==> src/rtl/shock_alarm_pkg.sv <==
// -----------------------------------------------------------------------------
// shock_alarm_pkg
//   Shared types and helpers for the multi-channel shock alarm sounder.
//   - alarm_state_e : alarm sequencer states (idle, timed alarm, latched alarm)
//   - alarm_mode_e  : how an alarm ends (timer expiry or operator ack)
//   - MAX_CH        : widest channel vector the helpers understand
//   - lowestSetIndex: priority encoder, lowest set bit wins
// -----------------------------------------------------------------------------
package shock_alarm_pkg;

  typedef enum logic [1:0] {
    ST_IDLE  = 2'd0,
    ST_ALARM = 2'd1,
    ST_LATCH = 2'd2
  } alarm_state_e;

  typedef enum logic {
    MODE_TIMED   = 1'b0,
    MODE_LATCHED = 1'b1
  } alarm_mode_e;

  localparam int MAX_CH = 16;

  // Returns the index of the lowest set bit, or 0 when nothing is set.
  // Callers only use the result when at least one bit is set.
  function automatic logic [3:0] lowestSetIndex(input logic [MAX_CH-1:0] vec);
    logic [3:0] idx;
    logic       found;
    idx   = '0;
    found = 1'b0;
    for (int i = 0; i < MAX_CH; i++) begin
      if (vec[i] && !found) begin
        idx   = 4'(i);
        found = 1'b1;
      end
    end
    return idx;
  endfunction

endpackage

==> src/rtl/shock_alarm_ctrl_debounce.sv <==
// -----------------------------------------------------------------------------
// shock_debounce
//   One shock channel front end: 2-flop synchroniser, hold-time debounce and
//   rising-edge pulse on the filtered level.
// Ports
//   i_clk   in  1  system clock
//   i_rst   in  1  synchronous reset, active-high
//   i_raw   in  1  raw sensor level, asynchronous to i_clk
//   o_rise  out 1  one-cycle pulse when the filtered level goes 0->1
// -----------------------------------------------------------------------------
module shock_debounce #(
  parameter int DEBOUNCE_CYC = 16
) (
  input  logic i_clk,
  input  logic i_rst,
  input  logic i_raw,
  output logic o_rise
);

  localparam int DEB_W = $clog2(DEBOUNCE_CYC + 1);

  logic             r_syncMeta;
  logic             r_syncOut;
  logic             r_filt;
  logic             r_filtDly;
  logic [DEB_W-1:0] r_debCnt;

  // The synchronised level has to disagree with the filtered level for
  // DEBOUNCE_CYC consecutive counts before the filtered level follows it.
  // Any cycle where they agree again throws the partial count away, so a
  // glitch shorter than the hold time never reaches the filtered level.
  always_ff @(posedge i_clk) begin
    if (i_rst) begin
      r_syncMeta <= 1'b0;
      r_syncOut  <= 1'b0;
      r_filt     <= 1'b0;
      r_filtDly  <= 1'b0;
      r_debCnt   <= '0;
    end else begin
      r_syncMeta <= i_raw;
      r_syncOut  <= r_syncMeta;
      r_filtDly  <= r_filt;
      if (r_syncOut != r_filt) begin
        if (r_debCnt == DEB_W'(DEBOUNCE_CYC)) begin
          r_filt   <= r_syncOut;
          r_debCnt <= '0;
        end else begin
          r_debCnt <= r_debCnt + 1'b1;
        end
      end else begin
        r_debCnt <= '0;
      end
    end
  end

  // A level held high produces a single pulse; a fresh pulse needs the
  // filtered level to fall and rise again.
  assign o_rise = r_filt & ~r_filtDly;

endmodule

==> src/rtl/shock_alarm_ctrl.sv <==
// -----------------------------------------------------------------------------
// shock_alarm_ctrl
//   Multi-channel shock-sensor alarm sounder. Each raw channel is debounced
//   and edge detected; unmasked events start or retrigger a timed alarm that
//   either ends on its own or latches until acknowledged. The buzzer output is
//   a continuous tone or a square-wave beep.
// Ports
//   i_clk        in  1            system clock
//   i_rst        in  1            synchronous reset, active-high
//   i_shock      in  N_CH         raw sensor levels (asynchronous)
//   i_mask       in  N_CH         1 = ignore events on that channel
//   i_latch_mode in  1            0 = timed alarm, 1 = latched until ack
//   i_ack        in  1            single-cycle clear/abort of a running alarm
//   o_sound      out 1            buzzer enable
//   o_busy       out 1            alarm sequencer not idle
//   o_active_ch  out N_CH         channels that fired during the current alarm
//   o_last_ch    out clog2(N_CH)  most recent triggering channel
//   o_event_cnt  out CNT_W        saturating count of cycles carrying events
// -----------------------------------------------------------------------------
module shock_alarm_ctrl
  import shock_alarm_pkg::*;
#(
  parameter int N_CH         = 4,
  parameter int DEBOUNCE_CYC = 16,
  parameter int SOUND_CYC    = 1000,
  parameter int BEEP_HALF    = 0,
  parameter int CNT_W        = 8
) (
  input  logic                                     i_clk,
  input  logic                                     i_rst,
  input  logic [N_CH-1:0]                          i_shock,
  input  logic [N_CH-1:0]                          i_mask,
  input  logic                                     i_latch_mode,
  input  logic                                     i_ack,
  output logic                                     o_sound,
  output logic                                     o_busy,
  output logic [N_CH-1:0]                          o_active_ch,
  output logic [((N_CH > 1) ? $clog2(N_CH) : 1)-1:0] o_last_ch,
  output logic [CNT_W-1:0]                         o_event_cnt
);

  localparam int LCH_W  = (N_CH > 1) ? $clog2(N_CH) : 1;
  localparam int TMR_W  = $clog2(SOUND_CYC);
  localparam int BEEP_W = (BEEP_HALF > 1) ? $clog2(BEEP_HALF) : 1;

  logic [N_CH-1:0]   w_rise;
  logic [N_CH-1:0]   w_event;
  logic              w_anyEvent;
  logic [MAX_CH-1:0] w_eventPad;
  logic [3:0]        w_lowIdx;

  alarm_state_e      r_state;
  alarm_mode_e       r_mode;
  logic [TMR_W-1:0]  r_timer;
  logic [BEEP_W-1:0] r_beepCnt;
  logic              r_sound;
  logic [N_CH-1:0]   r_activeCh;
  logic [LCH_W-1:0]  r_lastCh;
  logic [CNT_W-1:0]  r_eventCnt;

  // One synchroniser/debouncer per channel.
  genvar g;
  generate
    for (g = 0; g < N_CH; g++) begin : g_chan
      shock_debounce #(
        .DEBOUNCE_CYC (DEBOUNCE_CYC)
      ) u_debounce (
        .i_clk  (i_clk),
        .i_rst  (i_rst),
        .i_raw  (i_shock[g]),
        .o_rise (w_rise[g])
      );
    end
  endgenerate

  // Masking only suppresses new events; it never ends an alarm by itself.
  assign w_event    = w_rise & ~i_mask;
  assign w_anyEvent = |w_event;
  assign w_eventPad = MAX_CH'(w_event);
  assign w_lowIdx   = lowestSetIndex(w_eventPad);

  // Alarm sequencer with all outputs registered.
  // Statement order matters: event bookkeeping and the beep advance are
  // written first, so the per-state branches below can override them on
  // alarm entry (beep restart) and on any exit to idle (silence, clear).
  always_ff @(posedge i_clk) begin
    if (i_rst) begin
      r_state    <= ST_IDLE;
      r_mode     <= MODE_TIMED;
      r_timer    <= '0;
      r_beepCnt  <= '0;
      r_sound    <= 1'b0;
      r_activeCh <= '0;
      r_lastCh   <= '0;
      r_eventCnt <= '0;
    end else begin
      // Events are counted and recorded in every state, including the cycle
      // an ack lands in.
      if (w_anyEvent) begin
        r_lastCh <= LCH_W'(w_lowIdx);
        if (r_eventCnt != {CNT_W{1'b1}}) begin
          r_eventCnt <= r_eventCnt + 1'b1;
        end
      end

      // Tone generation while an alarm is running; a retrigger leaves the
      // beep phase untouched.
      if (r_state != ST_IDLE) begin
        if (BEEP_HALF == 0) begin
          r_sound <= 1'b1;
        end else if (r_beepCnt == BEEP_W'(BEEP_HALF - 1)) begin
          r_beepCnt <= '0;
          r_sound   <= ~r_sound;
        end else begin
          r_beepCnt <= r_beepCnt + 1'b1;
        end
      end

      case (r_state)
        ST_IDLE: begin
          if (w_anyEvent) begin
            r_state    <= ST_ALARM;
            r_timer    <= TMR_W'(SOUND_CYC - 1);
            r_mode     <= alarm_mode_e'(i_latch_mode);
            r_activeCh <= w_event;
            r_beepCnt  <= '0;
            r_sound    <= 1'b1;
          end
        end

        ST_ALARM: begin
          if (i_ack) begin
            r_state    <= ST_IDLE;
            r_activeCh <= '0;
            r_sound    <= 1'b0;
          end else if (w_anyEvent) begin
            r_timer    <= TMR_W'(SOUND_CYC - 1);
            r_activeCh <= r_activeCh | w_event;
          end else if (r_timer == '0) begin
            if (r_mode == MODE_LATCHED) begin
              r_state <= ST_LATCH;
            end else begin
              r_state    <= ST_IDLE;
              r_activeCh <= '0;
              r_sound    <= 1'b0;
            end
          end else begin
            r_timer <= r_timer - 1'b1;
          end
        end

        ST_LATCH: begin
          if (i_ack) begin
            r_state    <= ST_IDLE;
            r_activeCh <= '0;
            r_sound    <= 1'b0;
          end else begin
            r_activeCh <= r_activeCh | w_event;
          end
        end

        default: begin
          r_state    <= ST_IDLE;
          r_activeCh <= '0;
          r_sound    <= 1'b0;
        end
      endcase
    end
  end

  assign o_sound     = r_sound;
  assign o_busy      = (r_state != ST_IDLE);
  assign o_active_ch = r_activeCh;
  assign o_last_ch   = r_lastCh;
  assign o_event_cnt = r_eventCnt;

endmodule
==> config.mk <==
export PLATFORM = sky130hd
export DESIGN_NAME = shock_alarm_ctrl
export DESIGN_NICKNAME = d
export VERILOG_FILES = /design/src/rtl/shock_alarm_pkg.sv /design/src/rtl/shock_alarm_ctrl_debounce.sv /design/src/rtl/shock_alarm_ctrl.sv
export SDC_FILE = /design/constraint.sdc
export NUM_CORES = 1
export LEC_CHECK = 0
export ABC_AREA = 1
export CORE_MARGIN = 5
export CORE_UTILIZATION = 40
export DETAILED_ROUTE_END_ITERATION = 10
export PLACE_DENSITY = 0.65
export SLEW_MARGIN = 20
export SYNTH_ARGS = -nofsm -noshare
export SYNTH_HDL_FRONTEND = slang
export SYNTH_SLANG_ARGS = --single-unit
==> constraint.sdc <==
create_clock -name i_clk -period 1.85 [get_ports i_clk]
set_input_delay 0.37 -clock i_clk [delete_from_list [all_inputs] [get_ports i_clk]]
set_output_delay 0.37 -clock i_clk [all_outputs]
set_load 0.01 [all_outputs]
== After elaboration in Yosys (flattened, before gate mapping) ==
Cells that the tools add are included.
Word-level totals
  register bits: 64
  input port bits: 12
  output and inout port bits: 16
Cells by class
  add/sub/neg operators: 6
  eq/ne operators: 19
  muxes and demuxes: 33
  bitwise operators: 15
  reduce and logical (&&, ||, !) cells: 24
Operators with widths (number)
  2-to-1 mux 10 bit: 4
  2-to-1 mux 4 bit: 6
  adder 5 x 1 -> 5 bit (second input constant): 4
  == test 5 bit (second input constant): 4
  case mux 10 bit (2 select lines): 1
  2-to-1 mux 2 bit: 8
  case mux 4 bit (3 select lines): 1
  AND reduction 2 bit: 6
  OR reduction 3 bit: 4
  2-to-1 mux 1 bit: 11
  zero test 10 bit: 1
  subtractor 10 x 1 -> 10 bit (second input constant): 1
  != test 3 bit (second input constant): 3
  adder 8 x 1 -> 8 bit (second input constant): 1
  != test 4 bit (second input constant): 2
  != test 8 bit (second input constant): 1
  NOT 1 bit: 8
  AND reduction 4 bit: 2
  != test 2 bit (second input constant): 3
  case mux 2 bit (3 select lines): 1
  bitwise AND 1 bit: 4
  bitwise AND 4 bit: 1
  != test 1 bit: 4
  NOT 4 bit: 1
  other kinds (10): 15

== Longest topological paths before layout ==
Gate-level depths: netlist of run 1.
  depth in word-level cells: 13
  gate-level depth with buffers: 12

== Modules after synthesis ==
Synthesis of run 1 repeated with hierarchy kept, for this count alone.
Second synthesis, totals
  cell total of the unflattened synthesis: 438
  area total of the unflattened synthesis: 3230.6 µm²
By module, submodules not included
  shock_alarm_ctrl: times used 1, cells each 234, area an instance 1674.1 µm²
  shock_debounce: times used 4, cells each 51, area an instance 389.1 µm²

== Worst setup path after synthesis of run 1 ==
OpenSTA, ideal clock, no wires.
  kind: reg2reg
  start: reg r_timer[0]
  end: reg r_timer[9]
  setup time: 0.116 ns
  data arrival time: 1.330 ns
  setup slack: 0.404 ns
  cell stages (with the launch flop): 13
  period minus slack after synthesis: 1.446 ns
  cells stage by stage: dfxtp_1 inv_1 ha_1 nand2_2 nor2_2 nand3_1 nand2_2 nand2_4 nand2_4 buf_12 nand2_2 nand2_1 nor2_2
On the way
  cells in the longest elaborated chain, start to end: 5
Ends and longest elaborated chain
  start: declaration: RTL line shock_alarm_ctrl.sv:54  | logic [TMR_W-1:0] r_timer;
  start signal: assignment: RTL line shock_alarm_ctrl.sv:123  | r_timer <= TMR_W'(SOUND_CYC - 1);
  start signal: assignment: RTL line shock_alarm_ctrl.sv:137  | r_timer <= TMR_W'(SOUND_CYC - 1);
  start signal: assignment: RTL line shock_alarm_ctrl.sv:148  | r_timer <= r_timer - 1'b1;
  subtractor 10 x 1 -> 10 bit: RTL line shock_alarm_ctrl.sv:148
  2-to-1 mux 10 bit: RTL line shock_alarm_ctrl.sv:139  | end else if (r_timer == '0) begin
  2-to-1 mux 10 bit: RTL line shock_alarm_ctrl.sv:136  | end else if (w_anyEvent) begin
  2-to-1 mux 10 bit: RTL line shock_alarm_ctrl.sv:132  | if (i_ack) begin
  case mux 10 bit (2 select lines): RTL line shock_alarm_ctrl.sv:119  | case (r_state)
Parallel ways exist; a longest one is shown, timed or not. The select of a mux whose other input is x is not followed.
A chain may end at the register's enable or synchronous reset.

== Worst setup path in the final report of run 1 ==
  start: reg r_state[1]
  end: out o_busy
On the way
  cells in the longest elaborated chain, start to end: 1
Ends and longest elaborated chain
  start: declaration: RTL line shock_alarm_ctrl.sv:52  | alarm_state_e r_state;
  start signal: assignment: RTL line shock_alarm_ctrl.sv:88  | r_state <= ST_IDLE;
  start signal: assignment: RTL line shock_alarm_ctrl.sv:122  | r_state <= ST_ALARM;
  start signal: assignment: RTL line shock_alarm_ctrl.sv:133  | r_state <= ST_IDLE;
  nonzero test 2 bit: RTL line shock_alarm_ctrl.sv:172  | assign o_busy = (r_state != ST_IDLE);
  end: declaration: RTL line shock_alarm_ctrl.sv:36  | output logic o_busy,
No other way between the ends.

==> impl_metrics.toml, run 1 <==
[run_status]
status = "finished, final reports clean"

[route]
wl_per_cell_microns = 10.80
via_per_inst = 4.608
totalWireLength_microns = 5733
drc = 0
vias = 2447
drtPass1Iterations = 4
antenna_left = 0
drtIter0Drc = 127

[power_and_ir_drop]
p_leak_uw = 0.001539
ir_drop_v = 0.0004106
p_int_uw = 2291
clkPwrFrac = 0.489
p_comb_frac = 0.025
power_switching_uw = 581.4
p_sw_frac = 0.2024
power_density_nw_per_um2 = 788.3
p_seq_frac = 0.485
p_total_uw = 2872

[synthesis]
synth_edf_count = 0
synth_top_area_frac = 0.4268
yosys-top-cells-area = "dfxtp_1, inv_1, nor2_1"
synth-xor-area-share = 0.06711
synth_fa_ha_area_frac = 0.04168
synthSimpleGateAreaFrac = 0.2739
synth.distinct_cells = 28
synth_top_cell_by_area = "dfxtp_1"
syn_avg_cell_area_sq_um = 7.756
synth_nets = 409
ys_ff_latch = 64
syn_inst = 387
synth_compound_area_frac = 0.08587
synth_ff_type = "dfxtp_1"
synth.area.mux_share = 0
yosysSeqAreaShare = 0.4268
async_flop_share = 0
synth_top_cells_by_count = "dfxtp_1, inv_1, nor2_1, nand2_1, nand3_1"
synth_top_family_by_area = "simple AND/OR/NAND/NOR gates"
synth_area_sq_um = 3002
yosysWarnings = 0
synth_most_common_cell = "dfxtp_1"

[clocking]
numCtsBuffers = 9
ctsHoldBuffers = 0
cts.clk_slew.worst_paths_ns = 0.07
clock_latency_ns = 0.34
htree_levels = 3
cts_sinks = 64
cts_tree = "built"
cts_root_buf = "clkbuf_8"
clockBufferDepth = 2
post_cts_buffers = 0

[worst_setup_path]
crit_slowest_cell = "clkdlybuf4s50_1"
criticalPathCategory = "reg2out"
arrival_ns = 1.39
r2r-end = "r_timer[9]"
reg2regPathDepth = 10
worstPathRequired_ns = 1.48
crit_path_end_kind = "output port"
regToRegStartpoint = "r_timer[0]"
path_cells = "nor2_2 -> inv_2 -> clkdlybuf4s50_1"
regToRegSetupSlack_ns = 0.20
worst_path_largest_cell_delay_ns = 0.54
crit_fanout = 5
cp-start-kind = "flop"

[placed_design]
dpl.hpwl_microns = 4102
pre_cts_slack_ns = 0.04254
globalplace.congestion = 0.8418
io_buffers = 27

[cells_and_area]
final_nets = 449
antenna_cells = 0
layout-drive-gt1-share = 0.1620
syn_to_final_growth_pct = 21.38
post-route-util = 0.4997
fill_cells = 737

[timing]
slew_headroom = 0.6687
fmax_mhz = 568.1
worst_slack_ns = 0.08981
setup_viol = 0
tightest_slew_ns = 0.4963
rsz0062_at_grt = "false"
hold_viol = 0
setup_tns_ns = 0
maxSlewViolCount = 0
skew_ns = 0.006442
finalCritPeriodShare = 0.9515
period_needed_ns = 1.760

[grt]
grt_pass1_vias = 2391
gr-total-overflow = 0
grt_max_degree = 27
grt_pass1_wl_microns = 10360
grt_usage = 0.1312
antenna_found_initial = 0

[floorplanning]
die_h_microns = 96.63
rows = 31
core_sq_um = 7292
die_x_microns = 96.63
start_util = 0.4116
dieArea_sq_um = 9336
num_io_pins = 28

[hold_path]
hold_start = "g_chan[3].u_debounce.r_syncMeta"
worst_hold_path_type = "reg2reg"
min_to = "g_chan[3].u_debounce.r_syncOut"
worst_hold_path.num_cells = 2

[job]
drv_cap = 0
kinds of logic (layout without fill, tap and decap cells):
family | Yosys count | in the layout
adder cells (fa/ha/maj) | 10 | 10
XOR/XNOR | 23 | 23
buffers and inverters | 74 | 119
AO/OA/AOI/OAI | 45 | 45
flip-flops | 64 | 64
AND/OR/NAND/NOR | 171 | 171
how the worst max path moves through the flow:
stage	from	endpoint	slack, ns
finish	r_state[1]	o_busy	0.09
global route	r_state[1]	o_busy	0.01
CTS	r_state[1]	o_busy	0.02
detailed placement	i_mask[2]	o_active_ch[2]	0.04
global placement	i_mask[0]	o_sound	0.08
floorplan	r_timer[0]	r_timer[9]	0.40
stage by stage:
| stage | hold slack, ns | cell area, sq um | cells |
|---|---|---|---|
| after global placement | 0.3922 | 3401 | 515 |
| final | 0.4027 | 3643 | 531 |
| after floorplan | 0.3883 | 3002 | 387 |
| after CTS | 0.4064 | 3641 | 531 |
| after global routing | 0.4294 | 3643 | 531 |
| after detailed placement | 0.3960 | 3401 | 515 |
placed cells by master (no fill, tap or decap), types with 10 or more instances in the layout:
cell / netlist / routed
inv_1: 57 / 57
nand2_1: 43 / 43
ha_1: 10 / 10
inv_2: 10 / 10
nor2_1: 54 / 54
nand3_1: 33 / 33
clkdlybuf4s50_1: 0 / 27
clkbuf_8: 1 / 12
nand2_2: 12 / 12
dfxtp_1: 64 / 62
xor2_1: 19 / 19
o21ai_0: 14 / 14
a21oi_1: 20 / 20
flip-flops by register name, summed over array words and instances (netlist names):
signal	flops
g_chan.u_debounce.r_debCnt	20
r_timer	10
o_event_cnt	8
g_chan.u_debounce.r_filt	4
g_chan.u_debounce.r_filtDly	4
g_chan.u_debounce.r_syncMeta	4
g_chan.u_debounce.r_syncOut	4
o_active_ch	4
o_last_ch	2
r_state	2
o_sound	1
r_mode	1
power groups by stage:
| stage | registers, uW | logic (uW) | clock network (uW) |
|---|---|---|---|
| 2_1_floorplan | 1420 | 38.2 | 0 |
| 3_3_place_gp | 1420 | 73.2 | 0 |
| 3_5_place_dp | 1430 | 73.3 | 0 |
| 4_1_cts | 1390 | 73.9 | 1450 |
| 5_1_grt | 1390 | 82.0 | 1520 |
| 6_report | 1390 | 72.9 | 1410 |
critical path, delay by kind of cell (launching register included):
family	cells	cell delay, ns
simple gates	1	0.06
buf+inv	2	0.62
flops	1	0.37
timing repair:
action / 4_1_cts / 5_1_grt
endpoints found under the setup margin: 0 / 1
endpoints found under the hold margin: 0 / 0
gates resized for setup: 0 / 2
final cells by class:
type	instances	area, sq um	share of cell area
flip-flops and latches	64	1284	0.3523
clock buffers	12	165.2	0.04533
inverters	67	251.5	0.06902
repair buffers	36	337.8	0.09272
clock inverters	4	75.07	0.02060
multi-input cells	249	1406	0.3860
well taps	99	123.9	0.03400
routing by layer:
metal / vias up / part of all wire / global-route usage
met4: 0 / 0.017 / 0.04860
li1: 1291 / - / -
met2: 38 / 0.48 / 0.2187
met1: 1111 / 0.46 / 0.1558
met3: 7 / 0.042 / 0.04460
met5: - / 0 / 0
Note: power is estimated with default switching activity, not from simulation.
==> run 2, diff against run 1 <==
PLACE_DENSITY = 0.67   (was 0.65)
clock period = 1.5 ns   (was 1.85 ns; I/O delays follow)
==> run 2 against run 1 <==
Effect of this change:
- cell count is 2.8% higher
- critical path depth up 4
- non-clock buffer count is 14 higher
- sequential power is 24% higher
- setup slack worse by 0.049 ns
- register-to-register slack got worse by 0.16 ns
- combinational power is 27% higher
- clock power hardly changed
- critical path type is now reg2reg
==> impl_metrics.toml, run 2 (synthesis gave the netlist of run 1 again) <==
[route]
drc = 0
vias = 2543
via_per_inst = 4.658
drtPass1Iterations = 5
drtIter0Drc = 75
wl_per_cell_microns = 10.84
antenna_left = 0
totalWireLength_microns = 5918

[cells_and_area]
layoutNonFillerInstCount = 546
regMostFlops = "g_chan.u_debounce.r_debCnt"
antenna_cells = 0
largest_reg_flops = 20
fill_cells = 710
final_nets = 464
final_common_cell = "dfxtp_1"
layout-drive-gt1-share = 0.2237
post-route-util = 0.5204
final_cell_mix = "dfxtp_1, inv_1, nor2_1"
syn_to_final_growth_pct = 26.43

[timing]
skew_ns = 0.006409
finalCritPeriodShare = 0.9731
slew_headroom = 0.7285
maxSlewViolCount = 0
setup_viol = 0
period_needed_ns = 1.460
whs_ns = 0.4086
fmax_mhz = 685.1
tightest_slew_ns = 0.4063
hold_viol = 0
rsz0062_at_grt = "true"

[floorplanning]
die_h_microns = 96.63
start_util = 0.4116
die_x_microns = 96.63
dieArea_sq_um = 9336
rows = 31
num_io_pins = 28
core_sq_um = 7292

[placed_design]
globalplace.congestion = 0.8333
io_buffers = 27
dp.cells = 526
dpl.hpwl_microns = 4264

[grt]
met1_usage = 0.1528
busiest_layer = "met2"
grt_usage = 0.1306
grtUsageMet2 = 0.2192
grt_max_degree = 27
grt_pass1_vias = 2403
grt_pass1_wl_microns = 10360
antenna_found_initial = 0
met3_usage = 0.04964
gr-total-overflow = 0

[power_and_ir_drop]
p_leak_uw = 0.001694
p_comb_frac = 0.029
clkPwrFrac = 0.434
p_int_uw = 2487
power_switching_uw = 714.4
power_density_nw_per_um2 = 843.7
p_seq_frac = 0.537
p_total_uw = 3202
p_sw_frac = 0.2231
ir_drop_v = 0.0006239

[worst_setup_path]
crit_path_end_kind = "flop"
worstPathRequired_ns = 1.73
criticalPathCategory = "reg2reg"
crit_fanout = 4
cp-start-kind = "flop"
arrival_ns = 1.69

[clocking]
ctsHoldBuffers = 0
clock_latency_ns = 0.34
htree_levels = 3
cts_root_buf = "clkbuf_8"
numCtsBuffers = 9
cts.clk_slew.worst_paths_ns = 0.07
cts_sinks = 64
cts_tree = "built"
clockBufferDepth = 2

[hold_path]
worst_hold_path_type = "reg2reg"

[run_status]
status = "finished, final reports clean"

[job]
drv_cap = 0
==> run 2: through the flow <==
step	setup TNS, ns	area [sq um]	worst slack, ns
2_1_floorplan	0	3002	0.05427
3_3_place_gp	-4.885	3508	-0.2256
3_5_place_dp	-5.272	3508	-0.2346
4_1_cts	0	3710	0.008559
5_1_grt	-0.08010	3795	-0.02909
6_report	0	3795	0.04039
==> run 2: routing by layer <==
layer	vias to the layer above	routed length (microns)
met2	56	2873
met3	11	311
met5	-	0
li1	1322	-
met1	1154	2629
met4	0	103
==> run 2: area by class of cell <==
cell class	instances	area (sq um)	area share
clock inverters	4	27.53	0.007254
multi-input cells	250	1486	0.3917
inverters	67	254.0	0.06693
flip-flops and latches	64	1290	0.3399
clock buffers	12	165.2	0.04352
repair buffers	50	447.9	0.1180
well taps	99	123.9	0.03264
==> run 2: path summary, 6_finish.rpt <==
| path | start | endpoint | slack (ns) | depth (start not counted) |
|---|---|---|---|---|
| max | r_timer[0] | r_timer[9] | 0.04 | 7 |
| min | g_chan[3].u_debounce.r_syncMeta | g_chan[3].u_debounce.r_syncOut | 0.41 | 2 |
| max reg2reg | r_timer[0] | r_timer[9] | 0.04 | 7 |
| min reg2reg | g_chan[3].u_debounce.r_syncMeta | g_chan[3].u_debounce.r_syncOut | 0.41 | 2 |
==> run 2: power groups by stage <==
stage | clock network, uW | logic, uW | registers (uW)
after floorplan | 0 | 47.1 | 1760
after global placement | 0 | 91.4 | 1760
after detailed placement | 0 | 93.0 | 1760
after CTS | 1440 | 93.9 | 1720
after global routing | 1540 | 103 | 1720
final | 1390 | 92.3 | 1720
==> run 2: what timing repair did <==
item	4_1_cts	5_1_grt
resized for setup	24	16
gates cloned	0	1
buffers inserted	0	3
setup endpoints to repair	26	18
hold endpoints to repair	0	0
pin swaps	0	6
==> run 2: worst max-delay path: stages (launching register included) <==
cell and delay, ns:
dfxtp_2 0.33, inv_4 0.07, buf_4 0.10, nand3_1 0.11, nor3_1 0.34, nand3_1 0.16, a21oi_2 0.20, nor2_2 0.05
